**src/rtl/dm_bridge_pkg.sv**
```systemverilog
`default_nettype none
// +----------------------------------------------------------------------------+
// | Package  : dm_bridge_pkg                                                   |
// | Purpose  : Shared types and helpers for the data-memory bridge: load FSM   |
// |            state encoding, byte-lane count and a full-word strobe test.    |
// | Revision : 1.0 - initial release                                           |
// +----------------------------------------------------------------------------+
package dm_bridge_pkg;

  // Byte lanes of the 32-bit data path.
  localparam int LANES = 4;

  // Load sequencing states; stores never leave IDLE.
  typedef enum logic [1:0] {
    ST_IDLE    = 2'd0,
    ST_LD_REQ  = 2'd1,
    ST_LD_WAIT = 2'd2,
    ST_LD_DONE = 2'd3
  } state_t;

  // True when a strobe covers the whole word (required for load forwarding).
  function automatic logic lanes_full(input logic [LANES-1:0] strb);
    return &strb;
  endfunction

endpackage : dm_bridge_pkg
`default_nettype wire

```
**src/rtl/dm_bridge_store_buf.sv**
```systemverilog
`default_nettype none
// +----------------------------------------------------------------------------+
// | Module   : store_buf                                                       |
// | Purpose  : One-entry posted store buffer with a full-word hit query.       |
// | Revision : 1.0 - initial release                                           |
// | Ports    : clk, reset       clock / synchronous active-high reset          |
// |            push, push_*     capture a word-aligned store                   |
// |            pop              drain handshake (bus req && gnt, write)        |
// |            query_addr       word-aligned load address to test for a hit    |
// |            valid/addr/strb/data  buffered entry                            |
// |            hit_full         entry valid, same word, all lanes written      |
// +----------------------------------------------------------------------------+
module store_buf
  import dm_bridge_pkg::*;
#(
  parameter int ADDR_W = 32,
  parameter int DATA_W = 32
) (
  input  logic              clk,
  input  logic              reset,
  input  logic              push,
  input  logic [ADDR_W-1:0] push_addr,
  input  logic [LANES-1:0]  push_strb,
  input  logic [DATA_W-1:0] push_data,
  input  logic              pop,
  input  logic [ADDR_W-1:0] query_addr,
  output logic              valid,
  output logic [ADDR_W-1:0] addr,
  output logic [LANES-1:0]  strb,
  output logic [DATA_W-1:0] data,
  output logic              hit_full
);

  // A push in the same cycle as a pop refills the entry: the old store is
  // leaving on the bus while the new one takes its place.
  always_ff @(posedge clk) begin
    if (reset) begin
      valid <= 1'b0;
      addr  <= '0;
      strb  <= '0;
      data  <= '0;
    end else if (push) begin
      valid <= 1'b1;
      addr  <= push_addr;
      strb  <= push_strb;
      data  <= push_data;
    end else if (pop) begin
      valid <= 1'b0;
    end
  end

  assign hit_full = valid && (addr == query_addr) && lanes_full(strb);

endmodule : store_buf
`default_nettype wire

```
**src/rtl/dm_bridge.sv**
```systemverilog
`default_nettype none
// +----------------------------------------------------------------------------+
// | Module   : dm_bridge                                                       |
// | Purpose  : Bridges the core's single-cycle MEM-stage DM port onto a        |
// |            req/gnt + rvalid bus. Stores are posted through a one-entry     |
// |            buffer; full-word loads that hit it are forwarded; other loads  |
// |            wait for the buffer to drain and then run a bus read.           |
// | Revision : 1.0 - initial release                                           |
// | Ports    : clk, reset                clock / synchronous active-high reset |
// |            cpu_rd/wr/wea/addr/wdata  MEM-stage request                     |
// |            cpu_rdata, cpu_stall      load word / pipeline freeze (comb)    |
// |            bus_req/we/addr/wstrb/wdata  registered bus request             |
// |            bus_gnt, bus_rvalid, bus_rdata  bus responses                   |
// | Note     : bus_gnt reaches cpu_stall combinationally (a store waiting on   |
// |            the drain is released in the cycle the drain is granted).       |
// +----------------------------------------------------------------------------+
module dm_bridge
  import dm_bridge_pkg::*;
#(
  parameter int ADDR_W = 32,
  parameter int DATA_W = 32,
  parameter int FWD_EN = 1
) (
  input  logic              clk,
  input  logic              reset,
  input  logic              cpu_rd,
  input  logic              cpu_wr,
  input  logic [LANES-1:0]  cpu_wea,
  input  logic [ADDR_W-1:0] cpu_addr,
  input  logic [DATA_W-1:0] cpu_wdata,
  output logic [DATA_W-1:0] cpu_rdata,
  output logic              cpu_stall,
  output logic              bus_req,
  output logic              bus_we,
  output logic [ADDR_W-1:0] bus_addr,
  output logic [LANES-1:0]  bus_wstrb,
  output logic [DATA_W-1:0] bus_wdata,
  input  logic              bus_gnt,
  input  logic              bus_rvalid,
  input  logic [DATA_W-1:0] bus_rdata
);

  localparam logic [ADDR_W-1:0] ALIGN_MASK = ~(ADDR_W'(3));

  state_t            state, state_next;
  logic [ADDR_W-1:0] ld_addr, ld_addr_next;
  logic [DATA_W-1:0] ld_data;

  logic              sb_push, sb_pop, sb_valid, sb_hit, sb_valid_next;
  logic [ADDR_W-1:0] sb_addr;
  logic [LANES-1:0]  sb_strb;
  logic [DATA_W-1:0] sb_data;

  logic              stall_raw, fwd_sel, drain;
  logic [ADDR_W-1:0] cpu_word_addr;

  logic              req_next, we_next;
  logic [ADDR_W-1:0] addr_next;
  logic [LANES-1:0]  strb_next;
  logic [DATA_W-1:0] wdata_next;

  assign cpu_word_addr = cpu_addr & ALIGN_MASK;

  // Only the buffered store is ever presented as a write, so a granted write
  // is exactly the buffer draining.
  assign drain  = bus_req && bus_we && bus_gnt;
  assign sb_pop = drain;

  store_buf #(
    .ADDR_W (ADDR_W),
    .DATA_W (DATA_W)
  ) u_store_buf (
    .clk        (clk),
    .reset      (reset),
    .push       (sb_push),
    .push_addr  (cpu_word_addr),
    .push_strb  (cpu_wea),
    .push_data  (cpu_wdata),
    .pop        (sb_pop),
    .query_addr (cpu_word_addr),
    .valid      (sb_valid),
    .addr       (sb_addr),
    .strb       (sb_strb),
    .data       (sb_data),
    .hit_full   (sb_hit)
  );

  // Next state, store capture and stall.
  always_comb begin
    state_next   = state;
    ld_addr_next = ld_addr;
    sb_push      = 1'b0;
    stall_raw    = 1'b0;
    fwd_sel      = 1'b0;
    case (state)
      ST_IDLE: begin
        if (cpu_wr) begin
          // A store with no lanes enabled is a no-op.
          if (cpu_wea != '0) begin
            if (!sb_valid || drain) sb_push = 1'b1;
            else                    stall_raw = 1'b1;
          end
        end else if (cpu_rd) begin
          if ((FWD_EN != 0) && sb_hit) begin
            fwd_sel = 1'b1;
          end else begin
            stall_raw = 1'b1;
            // Reads never overtake a buffered store.
            if (!sb_valid || drain) begin
              ld_addr_next = cpu_word_addr;
              state_next   = ST_LD_REQ;
            end
          end
        end
      end
      ST_LD_REQ: begin
        stall_raw = 1'b1;
        if (bus_req && bus_gnt) state_next = ST_LD_WAIT;
      end
      ST_LD_WAIT: begin
        stall_raw = 1'b1;
        if (bus_rvalid) state_next = ST_LD_DONE;
      end
      ST_LD_DONE: begin
        // The core takes the load this cycle; its request is not re-issued.
        state_next = ST_IDLE;
      end
      default: state_next = ST_IDLE;
    endcase
  end

  // Bus outputs are computed from next-cycle state so they can be registered.
  always_comb begin
    sb_valid_next = sb_push || (sb_valid && !sb_pop);
    req_next      = 1'b0;
    we_next       = 1'b0;
    addr_next     = ld_addr_next;
    strb_next     = '0;
    wdata_next    = '0;
    case (state_next)
      ST_IDLE: begin
        req_next   = sb_valid_next;
        we_next    = 1'b1;
        addr_next  = sb_push ? cpu_word_addr : sb_addr;
        strb_next  = sb_push ? cpu_wea       : sb_strb;
        wdata_next = sb_push ? cpu_wdata     : sb_data;
      end
      ST_LD_REQ: req_next = 1'b1;
      default: ;
    endcase
  end

  always_ff @(posedge clk) begin
    if (reset) begin
      state     <= ST_IDLE;
      ld_addr   <= '0;
      ld_data   <= '0;
      bus_req   <= 1'b0;
      bus_we    <= 1'b0;
      bus_addr  <= '0;
      bus_wstrb <= '0;
      bus_wdata <= '0;
    end else begin
      state     <= state_next;
      ld_addr   <= ld_addr_next;
      bus_req   <= req_next;
      bus_we    <= we_next;
      bus_addr  <= addr_next;
      bus_wstrb <= strb_next;
      bus_wdata <= wdata_next;
      // rvalid outside LD_WAIT belongs to no request of ours.
      if ((state == ST_LD_WAIT) && bus_rvalid) ld_data <= bus_rdata;
    end
  end

  assign cpu_rdata = fwd_sel ? sb_data : ld_data;
  assign cpu_stall = !reset && stall_raw;

endmodule : dm_bridge
`default_nettype wire
```
**config.mk**
```make
export PLATFORM = sky130hd
export DESIGN_NAME = dm_bridge
export DESIGN_NICKNAME = d
export VERILOG_FILES = /design/src/rtl/dm_bridge_pkg.sv /design/src/rtl/dm_bridge_store_buf.sv /design/src/rtl/dm_bridge.sv
export SDC_FILE = /design/constraint.sdc
export NUM_CORES = 1
export LEC_CHECK = 0
export ABC_AREA = 1
export CAP_MARGIN = 20
export CORE_MARGIN = 1
export CORE_UTILIZATION = 50
export CTS_CLUSTER_SIZE = 24
export DETAILED_ROUTE_END_ITERATION = 6
export DONT_BUFFER_PORTS = 1
export PLACE_DENSITY = 0.7
export SETUP_SLACK_MARGIN = 0.05
export SYNTH_ARGS = -nofsm -noshare
export SYNTH_HDL_FRONTEND = slang
export SYNTH_SLANG_ARGS = --single-unit
```
**constraint.sdc**
```tcl
create_clock -name clk -period 3.6 [get_ports clk]
set_clock_uncertainty 0.15 [all_clocks]
set_input_delay 0.18 -clock clk [delete_from_list [all_inputs] [get_ports clk]]
set_output_delay 0.18 -clock clk [all_outputs]
set_load 0.01 [all_outputs]
```
==> reports/results.env <==
TRITONCTS_BUFFERS=21
DRIVE_GT1_FRAC=0.09830
SYNTH_FLOP_CELL='dfxtp_1'
IO_PINS=209
FINALHOLDVIOLATIONS=0
CP_DATA_ARRIVAL_TIME_PS=3140
INITIAL_UTILIZATION=0.5109
DIODES=0
SLOWEST_STAGE_CELL_ON_THE_CRITICAL_PATH='dlygate4sd3_1'
STATUS='finished, final reports clean'
CRIT_TYPE='reg2reg'
WORST_R2R_SETUP_SLACK_PS=660
WORST_PIN_SLEW_PS=707.5
VIAS=7497
POST-SYNTH-TOP-AREA-CELL='dfxtp_1'
SYNTH-SIMPLE-AREA-SHARE=0.2633
DRT_FIRST_ITER_VIOLATIONS=357
ASYNC_RESET_FF_FRAC=0
SYNTH.MOST_COMMON_CELL='nor2_1'
CTS-HTREE-LEVELS=1
CRIT_CHAIN='inv_1 > nand2_1 > nand2_1 > nor2_2 > inv_1 > nor2_1 > nand2_1 > nor2_2 > nand2_2 > nand3_2 > dlygate4sd3_1 > nand2_1 > nand3_2 > nor2_8 > inv_4 > nor2_1'
CLK_PIN_SLEW_PS=60
SYNTH_COMPOUND_AREA_FRAC=0.08698
NUMBER_OF_CLOCK_SINKS=205
CRIT_PATH_FREQUENT_CELL='nand2_1'
DIE_HEIGHT_UM=132.2
SYNTH_TOP_CELL_AREA_SHARE=0.4843
DRT-VIAS-PER-INSTANCE=4.958
SYN2LAYOUT_AREA_GROWTH_PCT=25.27
WORST_IR_DROP_VDD_mV=0.4719
SYN_AREA_PER_CELL_UM2=7.298
YOSYS_WARNINGS=0
CRIT_PATH_MAX_INCR_DELAY_PS=570
CTS_SETUP_BUFFERS=0
YOSYSSEQAREASHARE=0.4843
GRT_FIRST_PASS_WIRELENGTH_UM=36220
ROUTABILITYCONGESTION=0.7914
ROUTE.ANTENNA.REMAINING_NETS=0
REQUIRED_PS=3800
HOLDCRITPATHCLASS='in2reg'
DETAILED_PLACE_HPWL_UM=12630
NUMBER_OF_BUFFERS_BETWEEN_CLOCK_ROOT_AND_THE_DEEPEST_SINK=3
CLK-INSERTION-DELAY-LATE_PS=490
YS_TOP_CELLS_BY_AREA='dfxtp_1, nor2_1, nand2_1'
WORST-PATH-BUF-INV=4
GRT_START_MAX_NET_PINS=96
SYN-INSTANCE-COUNT=1161
DESIGN.DIE.AREA_UM2=17470
FINAL-INSTANCE-COUNT-EXCL-FILL=1512
AGGREGATE_NEGATIVE_SETUP_SLACK_PS=0
DRC_ERRORS=0
TRITONCTS='yes'
SLEW_LIMIT_FAILS=0
WORST_PATH_DOMINANT_CELL_FAMILY='buffers and inverters'
MIN_PERIOD_PS=2938
DP_CELLS=1363
GR-USAGE-ALL-LAYERS=0.2564
FINALSETUPVIOLCOUNT=0
GLOBALROUTEOVERFLOWTOTAL=0
SYNTH_XOR_AREA_FRAC=0.02377
POWER_PER_CELL_AREA_nW_PER_UM2=565.7
YOSYS.CELL_TYPES.COUNT=31
SYNTH-EDFF-COUNT=0
TIMING.SLEW.HEADROOM=0.5267
FINAL_NET_COUNT=1389
CRITPATHCAPTURETYPE='flop'
CTS-ROOT-BUF='clkbuf_16'
POST-ROUTE-PERIOD-UTIL=0.8161
CRITPATHLAUNCHTYPE='flop'
POST_DRT_WL_PER_CELL_UM=14.84
RSZ0062_AT_GRT='false'
FIRST_GLOBAL_VIAS=7508
FLOORPLAN.ROWS=47
ROUTE.FINAL.WIRE_LENGTH_UM=22440
CRIT_FANOUT=36
POWER.STATIC_LEAKAGE_nW=4.863
FLOORPLAN.DIE.WIDTH_UM=132.2
SYNTH_MUX_AREA_FRAC=0.02363
POST_SYNTH_MOST_FREQUENT_CELLS='nor2_1, nand2_1, dfxtp_1'
INITIAL_ANTENNA_VIOLATION_COUNT=0
DR.PASS1.ITERS=5
MAIN_COMBINATIONAL_CELL_FAMILY_BY_AREA_AFTER_SYNTHESIS='simple AND/OR/NAND/NOR gates'
SYNTHESIS.AREA_UM2=8473
CORE_AREA_UM2=16580
ACHIEVABLE-FREQUENCY_MHz=340.4
SYNTH_ADDER_AREA_SHARE=0.008860
SYNTHESIS.NETS=1273
YS_SEQ_ELEMENTS=205
DRV.MAX_CAP_VIOLATION_COUNT=0
NUMPORTBUFFERS=0
FILL_CELLS=1402
## state kept, by name (all words and copies together), names as in the netlist, 2 cells and up
register / cells
bus_addr: 32
bus_wdata: 32
ld_addr: 32
ld_data: 32
u_store_buf.addr: 32
u_store_buf.data: 32
bus_wstrb: 4
u_store_buf.strb: 4
state: 2
## through the flow
step / setup slack (ps) / instance area (um^2) / total power [mW] / hold WS (ps) / utilization
global route: 375.1 / 10610 / 6.316 / 79.69 / 0.6400
CTS: 672.7 / 10610 / 6.032 / 27.59 / 0.6400
floorplan: 1643 / 8473 / 3.596 / 193.4 / -
detailed placement: 1146 / 8798 / 3.764 / 110.7 / 0.5306
finish: 662.0 / 10610 / 6.004 / 51.54 / 0.6400
global placement: 1173 / 8771 / 3.748 / 110.5 / 0.5289
## worst paths after layout
| path | start | to | depth (start not counted) |
|---|---|---|---|
| worst max-delay path | u_store_buf.addr[2] | bus_wstrb[3] | 16 |
| worst min-delay path | cpu_wr | bus_we | 4 |
| worst max register to register | u_store_buf.addr[2] | bus_wstrb[3] | 16 |
| worst min register to register | u_store_buf.addr[0] | u_store_buf.addr[0] | 2 |
## cells in the final DEF (no fill, tap or decap), drive strengths merged, types with 2 or more instances in the layout
cell	count
a21boi	2
a21oi	5
a31oi	2
buf	43
clkbuf	35
clkinv	2
dfxtp	205
dlygate4sd3	110
ha	6
inv	160
mux2i	20
nand2	226
nand3	30
nand4	3
nor2	280
o21ai	133
or2	4
xnor2	23
## metal layers
layer,share of wire,vias up,global-route usage
met1,0.41,3424,0.2878
met2,0.48,280,0.4665
met3,0.071,60,0.05652
met4,0.036,0,0.1079
met5,0,-,0
li1,-,3733,-
## cell families after synthesis
kind of cell / Yosys count
simple gates: 545
buf+inv: 219
flops: 205
fa+ha+maj: 6
mux: 20
compound gates: 143
xor+xnor: 23
## what timing repair did
action / in CTS / in global routing
endpoints found under the hold margin: 203 / 0
resized for setup: 0 / 0
hold buffers: 111 / 0
## worst reg2reg max path: stages (launching register included)
cell and delay (ps):
dfxtp_1 340, inv_1 40, nand2_1 50, nand2_1 50, nor2_2 140, inv_1 50, nor2_1 150, nand2_1 100
nor2_2 100, nand2_2 90, nand3_2 110, dlygate4sd3_1 580, nand2_1 60, nand3_2 120, nor2_8 70, inv_4 470
nor2_1 130
## layout make-up
cell class              instances  area, um^2  area share
multi-input cells             737        3447      0.3248
clock inverters                 3       18.77    0.001768
well taps                     220       275.3     0.02593
inverters                     159       599.3     0.05647
flip-flops and latches        205        4104      0.3867
repair buffers                153        1501      0.1415
clock buffers                  35       668.1     0.06295
## power breakdown
part           switching, mW  total (mW)  internal [mW]  leakage (nW)
logic                  0.727        1.16          0.438          2.84
clock network          0.865        2.13           1.26         0.342
registers              0.182        2.71           2.53          1.68
total                   1.77        6.00           4.23          4.86
No activity file was read; power rests on OpenSTA's default activity.
